**src/rtl/mult_accum_stage.sv**
```systemverilog
// mult_accum_stage
//   Accumulate half of a multiply-accumulate datapath. Takes one unsigned
//   product per input handshake from the combinational multiplier. Sums a
//   block of `len` products into an ACC_W-bit accumulator. Presents the
//   result downstream with a valid/ready handshake.
//
// Ports
//   clk        rising-edge clock
//   rst_n      asynchronous active-low reset
//   clear      synchronous flush; aborts any block in progress
//   in_valid   upstream product valid
//   in_ready   stage can take a product (IDLE/ACCUM)
//   prod       2*n-bit unsigned product
//   len        products per block, sampled on a block's first beat (0 -> 1)
//   out_valid  result valid (HOLD)
//   out_ready  downstream accepts result
//   acc_out    accumulated sum, modulo 2^ACC_W
//   out_count  products summed into acc_out
//   overflow   sticky per block: an add carried out of the accumulator
//
// state | meaning
// IDLE  | waiting for the first beat of a block
// ACCUM | block open, adding beats until len_r products are summed
// HOLD  | result presented, waiting for the downstream handshake
module mult_accum_stage #(
  parameter int n     = 16,
  parameter int ACC_W = 40,
  parameter int CNT_W = 8
) (
  input  logic             clk,
  input  logic             rst_n,
  input  logic             clear,
  input  logic             in_valid,
  output logic             in_ready,
  input  logic [2*n-1:0]   prod,
  input  logic [CNT_W-1:0] len,
  output logic             out_valid,
  input  logic             out_ready,
  output logic [ACC_W-1:0] acc_out,
  output logic [CNT_W-1:0] out_count,
  output logic             overflow
);

  typedef enum logic [1:0] {IDLE, ACCUM, HOLD} state_t;

  state_t           state;
  logic [CNT_W-1:0] len_r;
  logic [CNT_W-1:0] len_eff;
  logic [CNT_W-1:0] cnt_nxt;
  logic [ACC_W-1:0] prod_ext;
  logic [ACC_W:0]   sum_ext;
  logic             beat;

  // The accumulator and beat counter are the output registers themselves.
  // They keep their values through IDLE until the next block starts.
  assign in_ready  = (state != HOLD);
  assign out_valid = (state == HOLD);
  assign beat      = in_valid && in_ready;
  assign prod_ext  = ACC_W'(prod);
  // One extra bit so the carry out of the accumulator is visible.
  assign sum_ext   = {1'b0, acc_out} + {1'b0, prod_ext};
  assign len_eff   = (len == '0) ? CNT_W'(1) : len;
  assign cnt_nxt   = out_count + CNT_W'(1);

  always_ff @(posedge clk or negedge rst_n) begin
    if (!rst_n) begin
      state     <= IDLE;
      acc_out   <= '0;
      out_count <= '0;
      overflow  <= 1'b0;
      len_r     <= '0;
    end else if (clear) begin
      // Any beat offered in this cycle is dropped along with the partial block.
      state     <= IDLE;
      acc_out   <= '0;
      out_count <= '0;
      overflow  <= 1'b0;
    end else begin
      case (state)
        IDLE: begin
          if (beat) begin
            acc_out   <= prod_ext;
            out_count <= CNT_W'(1);
            overflow  <= 1'b0;
            len_r     <= len_eff;
            state     <= (len_eff == CNT_W'(1)) ? HOLD : ACCUM;
          end
        end
        ACCUM: begin
          if (beat) begin
            acc_out   <= sum_ext[ACC_W-1:0];
            out_count <= cnt_nxt;
            overflow  <= overflow | sum_ext[ACC_W];
            if (cnt_nxt == len_r) state <= HOLD;
          end
        end
        HOLD: begin
          if (out_ready) state <= IDLE;
        end
        default: state <= IDLE;
      endcase
    end
  end

endmodule
```
**config.mk**
```make
export PLATFORM = sky130hd
export DESIGN_NAME = mult_accum_stage
export DESIGN_NICKNAME = d
export VERILOG_FILES = /design/src/rtl/mult_accum_stage.sv
export SDC_FILE = /design/constraint.sdc
export NUM_CORES = 1
export LEC_CHECK = 0
export BUFFER_PORTS_ARGS = -buffer_cell sky130_fd_sc_hd__buf_2
export CORE_MARGIN = 2
export CORE_UTILIZATION = 52
export CTS_CLUSTER_DIAMETER = 120
export CTS_CLUSTER_SIZE = 24
export DETAILED_ROUTE_END_ITERATION = 16
export GPL_TIMING_DRIVEN = 0
export PLACE_DENSITY = 0.77
export SLEW_MARGIN = 40
export SYNTH_ARGS = -nofsm -noshare
export SYNTH_HDL_FRONTEND = slang
export SYNTH_SLANG_ARGS = --single-unit
```
**constraint.sdc**
```tcl
create_clock -name clk -period 4.5 [get_ports clk]
set_input_delay 0.9 -clock clk [delete_from_list [all_inputs] [get_ports clk]]
set_output_delay 0.9 -clock clk [all_outputs]
set_load 0.01 [all_outputs]
```
==> results of run 1 <==
-- final cells by class --
class | count | share of cell area
inverter | 11 | 0.007754
clock inverter | 7 | 0.01903
sequential | 59 | 0.2773
timing repair buffer | 95 | 0.09046
multi-input combinational | 431 | 0.5388
tap | 105 | 0.02467
clock buffer | 9 | 0.02326
buffer | 25 | 0.01880
-- Yosys cell counts, types with 3 or more instances --
master and n:
sky130_fd_sc_hd__a21o_1 18, sky130_fd_sc_hd__mux2_2 7, sky130_fd_sc_hd__a22o_1 5, sky130_fd_sc_hd__nand2_1 54, sky130_fd_sc_hd__o21ai_0 49, sky130_fd_sc_hd__a31oi_1 10
sky130_fd_sc_hd__clkbuf_1 20, sky130_fd_sc_hd__nor2b_1 6, sky130_fd_sc_hd__nor4_1 3, sky130_fd_sc_hd__o21ai_1 14, sky130_fd_sc_hd__ha_1 33, sky130_fd_sc_hd__xnor2_1 23
sky130_fd_sc_hd__dfrtp_1 59, sky130_fd_sc_hd__nand2b_1 3, sky130_fd_sc_hd__a22oi_1 15, sky130_fd_sc_hd__nand4_1 9, sky130_fd_sc_hd__nor2_1 34, sky130_fd_sc_hd__nor3_1 5
sky130_fd_sc_hd__o211ai_1 3, sky130_fd_sc_hd__inv_1 11, sky130_fd_sc_hd__xor2_1 18, sky130_fd_sc_hd__buf_2 4, sky130_fd_sc_hd__and3_1 8, sky130_fd_sc_hd__o21bai_1 5
sky130_fd_sc_hd__a21oi_1 48, sky130_fd_sc_hd__o31ai_1 6, sky130_fd_sc_hd__nand3_1 15
-- state kept, by name, indices dropped and copies added, names as in the netlist --
name,cells
out_count,8
overflow,1
acc_out,40
len_r,8
state,2
-- per-layer routing --
layer / routed length (um) / track usage
met2: 5930 / 0.4386
met3: 419 / 0.03179
met4: 363 / 0.1257
met5: 0 / 0
met1: 5666 / 0.3459
-- cell families after synthesis --
kind of cell / count (synthesis) / share of synthesized area
AO/OA/AOI/OAI: 199 / 0.2870
AND/OR/NAND/NOR: 148 / 0.1539
flip-flops: 59 / 0.3291
XOR/XNOR: 41 / 0.08003
buffers and inverters: 36 / 0.03151
adder cells (fa/ha/maj): 34 / 0.09649
multiplexers: 9 / 0.02203
-- stage by stage --
stage	hold WS [ns]	std cells
detailed placement	0.4944	726
global placement	0.4796	726
finish	0.5054	742
global route	0.5356	742
floorplan	0.5008	526
CTS	0.5095	742
-- worst paths after layout --
kind | cells after the start | slack (ns) | from | end
setup reg to reg | 12 | 1.57 | acc_out[0] | acc_out[34]
setup / recovery | 13 | 1.31 | prod[0] | acc_out[34]
hold reg to reg | 1 | 0.51 | acc_out[34] | acc_out[34]
min in group clk | 1 | 0.51 | acc_out[34] | acc_out[34]
hold / removal | 1 | 0.51 | rst_n | acc_out[3]
max in group asynchronous | 1 | 3.60 | rst_n | acc_out[12]
-- power by group --
group | internal (W) | leakage [nW] | switching, W
combinational | 0.000396 | 1.69 | 0.000556
clock | 0.000315 | 0.106 | 0.000249
sequential | 0.000618 | 0.784 | 0.0000782
total | 0.00133 | 2.58 | 0.000883
==> results.txt, run 1 <==
The run finished with clean final reports. The antenna diode count came out at 0. The synthesized netlist net count is 605. The kind of launch point of the worst setup path is an input pin. The signal on the critical path passes through buf_2 -> ha_1 -> inv_1 -> fa_1 -> and2b_1 -> o2111ai_1 -> a21bo_1 -> o2111a_1 -> o31ai_4 -> a31o_4 -> a31oi_1 -> o21ai_1 -> o21ai_1. The proportion of synthesized chip area in sequential cells came out at 0.3291. The routed via count divided by cell count came out at 5.957. The clock transition time at the flip-flop clock pins of the worst setup and hold paths is 0.08 ns. The endpoint arrival time on the critical path came out at 3.43 ns.

The final critical-path setup slack came out at 1.312 ns. The worst endpoint required time is 4.74 ns. The weighted congestion at the end of routability-driven global placement is 0.9392. CTS built an H-tree with a depth of 3.

The multi-input combinational cell area is 0.002869 mm^2. Summed over all cells, the static leakage comes to 2.579 nW. The maximum number of pins on one net before global-route repair is 60. Setup total negative slack on the finished layout was measured at 0 ns. The first global-routing pass estimated 20530 um of wire. For this run, the number of Yosys warnings is 0. The relative slew slack is 0.5800.

Port buffering added 95 buffers. The final max-slew violation count is 0. The number of gates resized after cts is 0.

sky130_fd_sc_hd__dfrtp_1 takes more of the synthesized area than any other cell. The mean instance size in the synthesized netlist is 8.530 um^2. The maximum ir drop on the vdd rail came out at 215.3 uV. The quantity of hold-fixing buffers added after cts is 0. The tree built by TritonCTS fans out to 59 sinks. The classification of the worst setup path is input pin to flip-flop. The length of the first detailed-routing pass in iterations is 4. The mapped netlist covers 0.004487 mm^2. The via count of the first global-routing pass is 4417. The count of final hold-check violations is 0. The number of violations of the max-capacitance limit is 0.

The total number of vias came out at 4420. The post-synthesis cell type count is 61. The ratio of total power to cell area is 415.4 mW/mm^2.

The setup skew after layout is 0.008472 ns. The total power of the final layout is 0.002212 W. In the layout the commonest cells are sky130_fd_sc_hd__buf_2 (98), sky130_fd_sc_hd__dfrtp_1 (59), sky130_fd_sc_hd__nand2_1 (54), sky130_fd_sc_hd__o21ai_0 (49), sky130_fd_sc_hd__a21oi_1 (48). The number of nets in the finished design is 711.

In the synthesized netlist the dominant register cell turns out to be sky130_fd_sc_hd__dfrtp_1. The share of cells above drive strength 1 came out at 0.2166. The count of nets left with antenna violations after detail routing came out at 0. The post-detailed-route wirelength per cell is 16.68 um.

The number of fill cells in the layout is 705. From bottom edge to top edge, the die measures 96.89 um. The share of synthesized area in the top cell type comes to 0.3291.

The number of design rule violations left after detail routing is 0. The number of setup violations in the final report is 0. The total wire length after detailed routing is 12380 um. The area added between synthesis and finish came out at 18.68%. For this block, the initial DRC count from the detailed router was 193. The count of buffering cells on the critical path with inverters included came out at 2. The longest individual stage delay on the worst path is 0.37 ns. The synthesized design contains 0 enable-type register cells. The cell at the root of the clock tree is sky130_fd_sc_hd__clkbuf_8. The clock tree buffer depth came out at 2. The combined flip-flop and latch cell area is 0.001476 mm^2. For this design, the slowest cell found on the critical path is sky130_fd_sc_hd__fa_1.

The fraction of registers with async set/reset came out at 1.000. The maximum achievable frequency is 313.7 MHz. The half-perimeter wire length after placement is 9403 um.

On the critical path the largest part of the delay comes from compound AO/OA/AOI/OAI gates. In the post-synthesis netlist, the biggest area contributors are sky130_fd_sc_hd__dfrtp_1 (33%), sky130_fd_sc_hd__ha_1 (9.2%), sky130_fd_sc_hd__o21ai_0 (5.5%). The die span in x is 96.89 um. The buffer count from post-CTS setup fixing came out at 0. The largest fanout on the critical path came out at 7.

The number of register bits inferred by synthesis came out at 59. The initial antenna violation count came out at 0. The placed standard-cell area came out at 0.005096 mm^2. The worst setup path is captured at a flip-flop.

The transition time at the pin with the least slew margin is 0.6300 ns. Clock tree synthesis inserted a total of 9 buffers. The gate count of the mapped netlist came out at 526. The number of cell rows is 33. The initial utilization of the core area, before any placement, comes to 0.5406. The clock period minus worst slack came out at 3.188 ns. The class of the tightest hold or removal check is input pin to asynchronous set/reset pin. The die covers 0.009388 mm^2.

The setup slack at placement came out at 0.9854 ns. The library cell used most frequently in the layout, excluding fill and tap cells, is sky130_fd_sc_hd__buf_2. The overflow left after global routing came out at 0. The clock reaches the later pin of the worst-skew pair after 0.35 ns. Setup repair after global routing left no endpoint under its margin. The global-route usage over all layers is 0.2652. During I/O placement, the number of pins put on the boundary was 96.

In this design, the critical path's most frequently occurring cell is sky130_fd_sc_hd__o21ai_1. The core area is 0.008299 mm^2. The final design utilization came out at 0.6416. The share of the cycle needed by the critical path after routing came out at 0.7085. The cell area after layout is 0.005325 mm^2.

TritonCTS built the clock tree.
No activity file was read; power rests on OpenSTA's default activity.
==> run 2: changes to the inputs <==
Clock period 4.5 ns to 3.05 ns, I/O delays scaled along.
==> results.txt, run 2 (synthesis results as in run 1) <==
The maximum number of pins on one net before global-route repair came out at 60 (unchanged). The boundary pin count came out at 96 (unchanged). The final design utilization is 0.6422 (about the same). Dividing the final minimum period by the clock period gives 0.9509. The worst endpoint required time is 3.29 ns (-1.45 ns).

TritonCTS built the clock tree. The number of cell rows is 33 (unchanged). The total number of vias came out at 4401 (-0.43%). The total wire length after detailed routing is 12350 um (-0.20%).

The worst setup path is of the flip-flop to flip-flop kind. The antenna diode count came to 0 (unchanged). The ratio of total power to cell area is 613.4 mW/mm^2 (+48%). The run finished with clean final reports.

The buffer count from post-CTS setup fixing is 0 (unchanged). The library cell used most frequently in the layout, excluding fill and tap cells, is sky130_fd_sc_hd__buf_2. The global-route usage over all layers came out at 0.2652 (unchanged). The relative slew slack is 0.5798 (about the same). The overflow left after global routing was 0 (unchanged).

Among all stages on the critical path, the largest delay is contributed by sky130_fd_sc_hd__dfrtp_1. The startpoint identified for the worst register-to-register timing path is acc_out[0]. The count of nets left with antenna violations after detail routing came out at 0 (unchanged). The cell area after layout is 0.005330 mm^2 (about the same). The number of buffers created by CTS came out at 9 (unchanged). The die height came out at 96.89 um (unchanged). The area added between synthesis and finish is 18.80% (about the same). In this run the worst hold path is classified as input pin to asynchronous set/reset pin. The number of design rule violations left after detail routing is 0 (unchanged). The clock transition time at the flip-flop clock pins of the worst setup and hold paths was 0.08 ns (about the same). The number of levels in the clock H-tree was 3 (unchanged). The post-detailed-route wirelength per cell is 16.65 um (-0.20%). The cell at the root of the clock tree is sky130_fd_sc_hd__clkbuf_8.

The number of violations of the max-capacitance limit is 0 (unchanged). The via count of the first global-routing pass came to 4417 (unchanged). The placed standard-cell area is 0.005096 mm^2 (unchanged). The total power of the final layout is 0.003270 W (+48%). The number of nets in the finished design came out at 711 (unchanged). The transition time at the pin with the least slew margin came out at 0.6302 ns (+0.0002517 ns). The number of setup violations in the final report was 0 (unchanged). The later-pin clock latency in the skew report was 0.35 ns (about the same). The clock period minus worst slack came out at 2.900 ns.

The worst setup path is captured at a flip-flop. The reported leakage power came to 2.577 nW (about the same). The area enclosed by the die boundary is 0.009388 mm^2 (unchanged).

The global-route wire length before repair is 20530 um (unchanged). The initial antenna violation count was 0 (unchanged). The half-perimeter wire length after placement was 9403 um (unchanged). The clock tree buffer depth came out at 2 (unchanged). The worst setup path is launched from a flip-flop. The count of final hold-check violations is 0 (unchanged).

The core area is 0.008299 mm^2 (unchanged). The setup skew after layout came to 0.009225 ns (+0.0007527 ns). The maximum achievable frequency came out at 344.8 MHz. The global routing's busiest layer is met2.

Walking the worst path, the cells encountered are ha_2 -> inv_1 -> fa_1 -> and2b_2 -> o2111ai_1 -> a21bo_1 -> o2111a_2 -> o31ai_4 -> a31o_4 -> a31oi_1 -> o21ai_1 -> o21ai_1. The final critical-path setup slack came out at 0.1499 ns (-1.162 ns). The maximum ir drop on the vdd rail came out at 318.7 uV (+48%). The DRC violation total after the first TritonRoute iteration is 205 (+6.2%). The met3 routing resource usage after global routing came out at 0.03179 (unchanged).

The largest registers in the layout are acc_out (40), len_r (8), out_count (8). The initial core utilization is 0.5406 (unchanged). The largest fanout on the critical path is 7 (unchanged). The share of cells above drive strength 1 is 0.2214 (+0.004710). The met2 global-route usage came out at 0.4386 (unchanged). The length of the first detailed-routing pass in iterations is 5 (+1). The die span in x is 96.89 um (unchanged). The worst setup path startpoint is acc_out[0]. The endpoint arrival time on the critical path came out at 3.14 ns (-0.29 ns). The flip-flop count of the largest register after layout is 40 (unchanged). The final max-slew violation count is 0 (unchanged).

The weighted congestion at the end of routability-driven global placement is 0.9392 (unchanged). The total clock sinks came to 59 (unchanged). The longest individual stage delay on the worst path is 0.38 ns (about the same).

The met1 demand-to-capacity share in global routing is 0.3459 (unchanged). The quantity of I/O buffers inserted on ports came to 95 (unchanged). The most used cell along the critical path is sky130_fd_sc_hd__o21ai_1. The routed via count divided by cell count was 5.931 (-0.43%). The setup slack at placement was -0.1746 ns (-1.160 ns). acc_out holds more flip-flops than any other register. The top cell types in the final layout, fill and taps aside, are sky130_fd_sc_hd__buf_2 (98), sky130_fd_sc_hd__dfrtp_1 (59), sky130_fd_sc_hd__nand2_1 (54), sky130_fd_sc_hd__o21ai_0 (49), sky130_fd_sc_hd__a21oi_1 (48).
[run 2: per-layer routing]
metal | wire [um] | up-vias
met4 | 332 | 0
met1 | 5595 | 2106
met3 | 497 | 30
met5 | 0 | -
met2 | 5929 | 116
li1 | - | 2149
[run 2: metrics by stage]
step | setup TNS [ns] | hold slack, ns | cells
6_report | 0 | 0.2150 | 742
5_1_grt | -0.004615 | 0.2824 | 742
4_1_cts | 0 | 0.3604 | 742
3_5_place_dp | -1.005 | 0.4944 | 726
3_3_place_gp | -0.6042 | 0.4796 | 726
2_1_floorplan | 0 | 0.3144 | 526
[run 2: worst paths after layout]
kind / endpoint / slack [ns] / depth (start not counted)
min: acc_out[3] / 0.21 / 1
max in group asynchronous: acc_out[12] / 2.44 / 1
max reg2reg: acc_out[34] / 0.15 / 12
max: acc_out[34] / 0.15 / 12
min in group clk: state[1] / 0.43 / 2
min reg2reg: acc_out[36] / 0.51 / 1
[run 2: worst max-delay path, delay by kind of cell, from the launching register on]
kind	cells	cell delay, ns
AO/OA/AOI/OAI	8	1.53
adder cells (fa/ha/maj)	2	0.58
buffers and inverters	1	0.05
flip-flops	1	0.38
AND/OR/NAND/NOR	1	0.25
[run 2: what timing repair did]
action	in CTS	in global routing
hold buffers	0	0
endpoints found under the setup margin	0	5
gates resized for setup	0	3
[run 2: power breakdown]
part / switching (W) / leakage (nW) / total [W] / internal [W]
registers: 0.000116 / 0.784 / 0.00103 / 0.000911
clock network: 0.000372 / 0.106 / 0.000837 / 0.000465
logic: 0.000819 / 1.69 / 0.00141 / 0.000587
total: 0.00131 / 2.58 / 0.00327 / 0.00196
[run 2: area by class of cell]
type / instances / area [um^2]
fill: 705 / 2969
multi-input combinational: 431 / 2874
sequential: 59 / 1476
timing repair buffer: 95 / 481.7
tap: 105 / 131.4
clock buffer: 9 / 123.9
clock inverter: 7 / 101.3
buffer: 25 / 100.1
inverter: 11 / 41.29
